<file path="config.mk">
export PLATFORM = sky130hd
export DESIGN_NAME = imem_loader
export DESIGN_NICKNAME = d
export VERILOG_FILES = /design/src/rtl/imem_loader.sv
export SDC_FILE = /design/constraint.sdc
export NUM_CORES = 1
export LEC_CHECK = 0
export ABC_AREA = 1
export BUFFER_PORTS_ARGS = -buffer_cell sky130_fd_sc_hd__buf_2
export CORE_ASPECT_RATIO = 0.8
export CORE_MARGIN = 3
export CORE_UTILIZATION = 35
export DETAILED_ROUTE_END_ITERATION = 6
export GPL_TIMING_DRIVEN = 0
export SYNTH_ARGS = -nofsm -noshare
export SYNTH_HDL_FRONTEND = slang
export SYNTH_SLANG_ARGS = --single-unit
</file>
<file path="constraint.sdc">
create_clock -name clk -period 5.3 [get_ports clk]
set_input_delay 0.53 -clock clk [delete_from_list [all_inputs] [get_ports clk]]
set_output_delay 0.53 -clock clk [all_outputs]
set_load 0.01 [all_outputs]
</file>
<file path="src/rtl/imem_loader.sv">
// imem_loader: assembles a little-endian byte stream into 32-bit words and writes them to
// instruction memory while holding the CPU in reset. Define IMEM_LOADER_CHECKSUM_EN for a trailing checksum byte.
module imem_loader #(
  parameter int ADDR_W    = 8,
  parameter int MAX_WORDS = 2**ADDR_W
) (
  input  logic              clk,
  input  logic              reset,
  input  logic              start,
  input  logic [ADDR_W:0]   num_words,
  input  logic              in_valid,
  input  logic [7:0]        in_data,
  output logic              in_ready,
  output logic              mem_we,
  output logic [ADDR_W-1:0] mem_addr,
  output logic [31:0]       mem_wdata,
  output logic              cpu_hold,
  output logic              busy,
  output logic              done,
  output logic              err
);

`ifdef IMEM_LOADER_CHECKSUM_EN
  typedef enum logic [2:0] {S_IDLE, S_LOAD, S_WRITE, S_DONE, S_CHECK} state_t;
`else
  typedef enum logic [1:0] {S_IDLE, S_LOAD, S_WRITE, S_DONE} state_t;
`endif

  localparam logic [ADDR_W:0] MAX_LEN = MAX_WORDS[ADDR_W:0];
  localparam logic [ADDR_W:0] ONE     = {{ADDR_W{1'b0}}, 1'b1};

  state_t          state, state_next;
  logic [ADDR_W:0] ptr, len, ptr_inc;
  logic [1:0]      lane;
  logic [31:0]     word;
  logic            err_q;
  logic            xfer;
  logic            len_bad;

  assign xfer    = in_valid && in_ready;
  assign ptr_inc = ptr + ONE;
  assign len_bad = (num_words == '0) || (num_words > MAX_LEN);

  // NOTE: next-state logic assigns its default first so no path leaves state_next unassigned (no latch).
  always_comb begin
    state_next = state;
    unique case (state)
      S_IDLE:  if (start) state_next = len_bad ? S_DONE : S_LOAD;
      S_LOAD:  if (xfer && lane == 2'd3) state_next = S_WRITE;
`ifdef IMEM_LOADER_CHECKSUM_EN
      S_WRITE: state_next = (ptr_inc == len) ? S_CHECK : S_LOAD;
      S_CHECK: if (xfer) state_next = S_DONE;
`else
      S_WRITE: state_next = (ptr_inc == len) ? S_DONE : S_LOAD;
`endif
      S_DONE:  state_next = S_IDLE;
      default: state_next = S_IDLE;
    endcase
  end

`ifdef IMEM_LOADER_CHECKSUM_EN
  logic [7:0] sum, sum_next;
  assign sum_next = sum + in_data;
  assign in_ready = (state == S_LOAD) || (state == S_CHECK);
  assign cpu_hold = (state == S_LOAD) || (state == S_WRITE) || (state == S_CHECK);
`else
  assign in_ready = (state == S_LOAD);
  assign cpu_hold = (state == S_LOAD) || (state == S_WRITE);
`endif

  assign mem_we    = (state == S_WRITE);
  assign mem_addr  = ptr[ADDR_W-1:0];
  assign mem_wdata = word;
  assign busy      = (state != S_IDLE);
  assign done      = (state == S_DONE);
  assign err       = err_q;

  // NOTE: all state uses non-blocking assignments so every register samples pre-edge values.
  always_ff @(posedge clk or negedge reset) begin
    if (!reset) begin
      state <= S_IDLE;
      ptr   <= '0;
      len   <= '0;
      lane  <= '0;
      word  <= '0;
      err_q <= 1'b0;
`ifdef IMEM_LOADER_CHECKSUM_EN
      sum   <= '0;
`endif
    end else begin
      state <= state_next;
      unique case (state)
        S_IDLE: if (start) begin
          len   <= num_words;
          ptr   <= '0;
          lane  <= '0;
          err_q <= (num_words > MAX_LEN);
`ifdef IMEM_LOADER_CHECKSUM_EN
          sum   <= '0;
`endif
        end
        S_LOAD: if (xfer) begin
          // Lane k lands in bits [8k+7:8k]: little-endian within the word.
          word[{lane, 3'b000} +: 8] <= in_data;
          lane                      <= lane + 2'd1;
`ifdef IMEM_LOADER_CHECKSUM_EN
          sum                       <= sum_next;
`endif
        end
        S_WRITE: ptr <= ptr_inc;
`ifdef IMEM_LOADER_CHECKSUM_EN
        S_CHECK: if (xfer && sum_next != 8'd0) err_q <= 1'b1;
`endif
        default: ;
      endcase
    end
  end

endmodule
</file>
==> flow_metrics.env, run 1 <==
export IMPL_status="complete, no violations"
export IMPL_slew_headroom_pct=52.3
export IMPL_crit_top_cell="clkbuf_1"
export IMPL_synth_nets=381
export IMPL_seq_area_frac_synth_pct=48.5
export IMPL_cts_tree="yes"
export IMPL_place_area_sq_um=3300
export IMPL_num_vias=2589
export IMPL_startpoint_type="register"
export IMPL_finalCritPeriodShare_pct=51.1
export IMPL_nets=454
export IMPL_rsz0062_at_grt="false"
export IMPL_critPathBufInv=5
export IMPL_place_gp_congestion=0.782
export IMPL_synth_top_cell_by_area="dfrtp_1"
export IMPL_drive_above_1_share_pct=21.3
export IMPL_fin_util_pct=44.4
export IMPL_ir_worst_vdd_v=0.000162
export IMPL_cts_hold_fix_buffers=0
export IMPL_cts_sinks=55
export IMPL_critPathMaxFanout=12
export IMPL_crit_chain="buf_2 -> clkinv_1 -> clkbuf_1 -> ha_1 -> inv_1 -> nor2_1 -> clkbuf_1 -> nand4_1 -> nand2_1"
export IMPL_place_inst=519
export IMPL_grt_pass1_vias=2480
export IMPL_synth_edf_count=0
export IMPL_synth_async_sr_flop_share_pct=100
export IMPL_chipWidth_microns=107
export IMPL_post_cts_setup_buffers=0
export IMPL_dr_pass1_iters=4
export IMPL_finalInstanceArea_sq_um=3390
export IMPL_slowest_stage="ha_1"
export IMPL_fmax_ghz=0.370
export IMPL_grt_start_max_net_pins=56
export IMPL_clockRootBuffer="clkbuf_8"
export IMPL_area_growth_pct=19.5
export IMPL_io_pins=67
export IMPL_port_buffers=66
export IMPL_slowest_delay_ps=400
export IMPL_track_usage_pct=16.1
export IMPL_core_sq_um=7640
export IMPL_cts_htree_levels=2
export IMPL_vias_per_cell=4.91
export IMPL_synthTopCellsByArea="dfrtp_1 49%, nand2_1 12%, o21ai_0 6.5%, ha_1 5.3%, inv_1 5.2%"
export IMPL_grt_ovfl_total=0
export IMPL_hp_class="primary input to asynchronous set/reset pin"
export IMPL_rows=28
export IMPL_antenna_cells=0
export IMPL_wl_per_cell_microns=13.7
export IMPL_synth_cells=348
export IMPL_die_area_sq_um=9220
export IMPL_setup_tns_ps=0
export IMPL_clk_latency_ps=310
export IMPL_numCtsBuffers=5
export IMPL_leakage_nw=1.86
export IMPL_setup_viol=0
export IMPL_finalPower_mw=1.64
export IMPL_cts_resized=0
export IMPL_place_ws_ps=2630
export IMPL_synth_top_cell_area_share_pct=48.5
export IMPL_yosys_most_used_dff="dfrtp_1"
export IMPL_grt_pass1_wl_microns=12000
export IMPL_routed_wl_microns=7210
export IMPL_drv_cap=0
export IMPL_antenna_found_initial=0
export IMPL_drtAntennaViolNets=0
export IMPL_tightestPinTransition_ps=710
export IMPL_syn_cell_area_sq_um=2840
export IMPL_yosys_warnings=0
export IMPL_maxSlewViolCount=0
export IMPL_clkTransAtPathRegs_ps=100
export IMPL_ys_ff_latch=55
export IMPL_initial_core_util_pct=37.1
export IMPL_period_needed_ps=2710
export IMPL_p_per_area_nw_per_um2=484
export IMPL_worst_hold_slack_ps=259
export IMPL_cp_end_kind="register"
export IMPL_skew_ps=3.87
export IMPL_crit_family="buffers and inverters"
export IMPL_final_cells=527
export IMPL_drt_initial_drc_count=130
export IMPL_yosysUniqueCellTypes=24
export IMPL_cts_buffer_depth=2
export IMPL_dp_hpwl_microns=5540
export IMPL_critPathKind="register to register"
export IMPL_reg2reg_depth=9
export IMPL_layout_setup_ws_ps=2590
export IMPL_syn_avg_cell_area_sq_um=8.15
export IMPL_die_h_microns=86.5
export IMPL_hold_viol=0
export IMPL_cp_arrival_ps=2960
export IMPL_drcViolationCount=0
export IMPL_required_ps=5560
export IMPL_worstSetupPathDepth=9
-- state kept, by name, summed over array words and instances (netlist names) --
name and cells:
err 1, lane 2, len 9, mem_wdata 32, ptr 9, state 2
-- cells in the final DEF (no fill, tap or decap), types with 2 or more instances in the layout --
cell and n:
nor2_1 24, inv_1 39, clkbuf_8 5, buf_2 66, nand2_1 91, o21ai_1 3
dfrtp_1 55, nor4_1 2, nand3b_1 2, nand4_1 18, clkbuf_1 8, nand3_1 22
ha_1 12, buf_4 9, a21oi_1 8, o21ai_0 37, mux2_2 5, o22ai_1 7
-- where the power goes --
part           leakage, nW  switching, mW  internal (mW)
clock network       0.0418          0.145         0.0954
registers            0.722         0.0976          0.547
logic                 1.10          0.478          0.278
-- synth_stat cells (3+ instances only) --
| master | n |
|---|---|
| a21oi_1 | 8 |
| buf_4 | 8 |
| clkbuf_1 | 7 |
| dfrtp_1 | 55 |
| ha_1 | 12 |
| inv_1 | 39 |
| mux2_2 | 5 |
| nand2_1 | 91 |
| nand3_1 | 22 |
| nand4_1 | 18 |
| nor2_1 | 24 |
| o21ai_0 | 37 |
| o21ai_1 | 3 |
| o22ai_1 | 7 |
-- cell families after synthesis --
group	count (synthesis)	synth area share [%]
buffers and inverters	56	8.52
adders and majority gates	12	5.30
AOI/OAI and AO/OA	57	10.6
DFF	55	48.5
and+or+nand+nor	163	25.1
muxes	5	1.99
-- area by class of cell --
cell class	instances	area [sq um]
fillers	813	4250
repair buffers	66	333
multi-input cells	237	1220
flip-flops and latches	55	1380
well taps	105	131
clock buffers	6	72.6
plain buffers	16	91.3
inverters	40	150
clock inverters	2	16.3
-- layer usage --
layer / up-vias / GRT usage (%) / part of all wire, %
met5: - / 0 / 0
met4: 0 / 4.65 / 1.2
met3: 6 / 2.61 / 5.6
met2: 65 / 23.5 / 42
met1: 1225 / 24.6 / 51
li1: 1293 / - / -
-- path summary, 6_finish.rpt --
kind	startpoint	endpoint	slack, ps
worst max-delay path	lane[0]$_DFFE_PN0P_	mem_wdata[22]$_DFFE_PN0P_	2590
worst min-delay path	reset	len[2]$_DFFE_PN0P_	260
worst max register to register	lane[0]$_DFFE_PN0P_	mem_wdata[22]$_DFFE_PN0P_	2590
worst min register to register	mem_wdata[31]$_DFFE_PN0P_	mem_wdata[31]$_DFFE_PN0P_	490
max in group asynchronous	reset	mem_wdata[27]$_DFFE_PN0P_	4570
min in group clk	num_words[4]	len[4]$_DFFE_PN0P_	460
No activity file was read; power rests on OpenSTA's default activity.
==> run 2: changes to the inputs <==
==> constraint.sdc (replaced) <==
create_clock -name clk -period 2.2 [get_ports clk]
set_input_delay 0.22 -clock clk [delete_from_list [all_inputs] [get_ports clk]]
set_output_delay 0.22 -clock clk [all_outputs]
set_load 0.01 [all_outputs]
==> run 2 against run 1 <==
The flow now finishes with violations (hold timing); routed wire length about the same; largest power group unchanged; critical path depth unchanged; cell area increased by 0.66%; core utilization increased by 0.29 points; via count decreased by 0.31%; final cell count unchanged; first-iteration DRC count decreased by 14%; sequential power increased by 140%; clock-buffer cell count unchanged; register-to-register slack got worse by 2400 ps; worst setup slack got worse by 2400 ps.
==> flow_metrics.env, run 2 (synthesis results as in run 1) <==
export IMPL_drive_above_1_share_pct=23.0
export IMPL_setup_viol=0
export IMPL_cts_tree="yes"
export IMPL_layout_common_cells="91 x nand2_1, 67 x buf_2, 55 x dfrtp_1"
export IMPL_critPathKind="register to register"
export IMPL_die_area_sq_um=9220
export IMPL_hp_class="primary input to asynchronous set/reset pin"
export IMPL_drv_cap=0
export IMPL_maxSlewViolCount=0
export IMPL_io_pins=67
export IMPL_leakage_nw=1.87
export IMPL_clk_latency_ps=310
export IMPL_cp_arrival_ps=2260
export IMPL_antenna_found_initial=0
export IMPL_place_ws_ps=-471
export IMPL_worst_hold_slack_ps=-52.3
export IMPL_dr_pass1_iters=4
export IMPL_chipWidth_microns=107
export IMPL_place_area_sq_um=3300
export IMPL_core_sq_um=7640
export IMPL_antenna_cells=0
export IMPL_final_common_cell="nand2_1"
export IMPL_area_growth_pct=20.3
export IMPL_track_usage_pct=16.1
export IMPL_drcViolationCount=0
export IMPL_status="finished with violations"
export IMPL_cp_end_kind="register"
export IMPL_startpoint_type="register"
export IMPL_num_vias=2581
export IMPL_required_ps=2460
export IMPL_vias_per_cell=4.90
export IMPL_port_buffers=66
export IMPL_skew_ps=4.05
export IMPL_clkTransAtPathRegs_ps=100
export IMPL_numCtsBuffers=5
export IMPL_slew_headroom_pct=52.5
export IMPL_regToRegSetupSlack_ps=200
export IMPL_rows=28
export IMPL_cts_buffer_depth=2
export IMPL_grt_ovfl_total=0
export IMPL_drtAntennaViolNets=0
export IMPL_reg2reg_depth=9
export IMPL_finalInstanceArea_sq_um=3410
export IMPL_nets=454
export IMPL_place_gp_congestion=0.782
export IMPL_drt_initial_drc_count=112
export IMPL_die_h_microns=86.5
export IMPL_period_needed_ps=2000
export IMPL_largest_register_ffs=32
export IMPL_finalPower_mw=4.01
export IMPL_grt_pass1_wl_microns=12000
export IMPL_reg2reg_from="lane[0]$_DFFE_PN0P_"
export IMPL_grt_pass1_vias=2482
export IMPL_routed_wl_microns=7210
export IMPL_finalCritPeriodShare_pct=91.0
export IMPL_cts_htree_levels=2
export IMPL_r2r_end="mem_wdata[22]$_DFFE_PN0P_"
export IMPL_layout_setup_ws_ps=198
export IMPL_ir_worst_vdd_v=0.000379
export IMPL_rsz0062_at_grt="false"
export IMPL_fmax_ghz=0.499
export IMPL_initial_core_util_pct=37.1
export IMPL_p_per_area_nw_per_um2=1180
export IMPL_tightestPinTransition_ps=708
export IMPL_dp_hpwl_microns=5540
export IMPL_clockRootBuffer="clkbuf_8"
export IMPL_critPathMaxFanout=12
export IMPL_wl_per_cell_microns=13.7
export IMPL_cts_hold_fix_buffers=0
export IMPL_failed_checks="hold timing"
export IMPL_hold_viol=55
export IMPL_grt_start_max_net_pins=56
export IMPL_cts_sinks=55
-- run 2: cell count changes in the layout (fill, tap and decap cells not counted), sizes merged --
cell / previous run / this run
buf: 75 / 76
clkbuf: 13 / 12
clkinv: 1 / 0
inv: 40 / 41
-- run 2: area by class of cell --
type	instances	area, sq um
buffer	16	96.3
clock inverter	2	16.3
multi-input combinational	237	1230
fill	817	4230
timing repair buffer	66	333
clock buffer	6	72.6
inverter	40	153
sequential	55	1380
tap	105	131
-- run 2: power by group --
| part | switching, mW | internal, mW | leakage, nW |
|---|---|---|---|
| Sequential | 0.235 | 1.32 | 0.722 |
| Combinational | 1.18 | 0.692 | 1.11 |
| Clock | 0.351 | 0.230 | 0.0418 |
| Total | 1.77 | 2.24 | 1.87 |
-- run 2: repair_timing --
action,in CTS,in global routing
endpoints found under the setup margin,32,31
resized for setup,6,5
buffers inserted,0,0
gates cloned,0,0
-- run 2: worst max path at each step --
stage / startpoint / end / slack (ps) / depth (start not counted)
global placement: lane[0]$_DFFE_PN0P_ / mem_wdata[21]$_DFFE_PN0P_ / -390 / 9
detailed placement: lane[0]$_DFFE_PN0P_ / mem_wdata[22]$_DFFE_PN0P_ / -470 / 9
CTS: lane[0]$_DFFE_PN0P_ / mem_wdata[25]$_DFFE_PN0P_ / 50 / 7
finish: lane[0]$_DFFE_PN0P_ / mem_wdata[22]$_DFFE_PN0P_ / 200 / 9
floorplan: lane[0]$_DFFE_PN0P_ / mem_wdata[21]$_DFFE_PN0P_ / 30 / 9
global route: lane[0]$_DFFE_PN0P_ / mem_wdata[13]$_DFFE_PN0P_ / 20 / 9
-- run 2: per-layer routing --
layer	share of wire (%)	vias to the layer above	track usage [%]
li1	-	1292	-
met1	53	1228	24.7
met2	42	55	23.5
met3	4.4	6	2.61
met4	1.2	0	4.65
met5	0	-	0
-- run 2: critical path: stages (launching register included) --
cell	delay, ps
dfrtp_1	380
buf_2	220
inv_4	80
buf_2	200
ha_1	370
inv_1	90
nor2_4	170
clkbuf_4	240
nand4_1	100
nand2_1	90
-- run 2: per-stage QoR --
| stage | setup TNS [ps] | util (%) | std cells |
|---|---|---|---|
| 2_1_floorplan | 0 | - | 348 |
| 3_3_place_gp | -3910 | 43.2 | 519 |
| 3_5_place_dp | -6080 | 43.2 | 519 |
| 4_1_cts | 0 | 44.5 | 527 |
| 5_1_grt | 0 | 44.7 | 527 |
| 6_report | 0 | 44.7 | 527 |
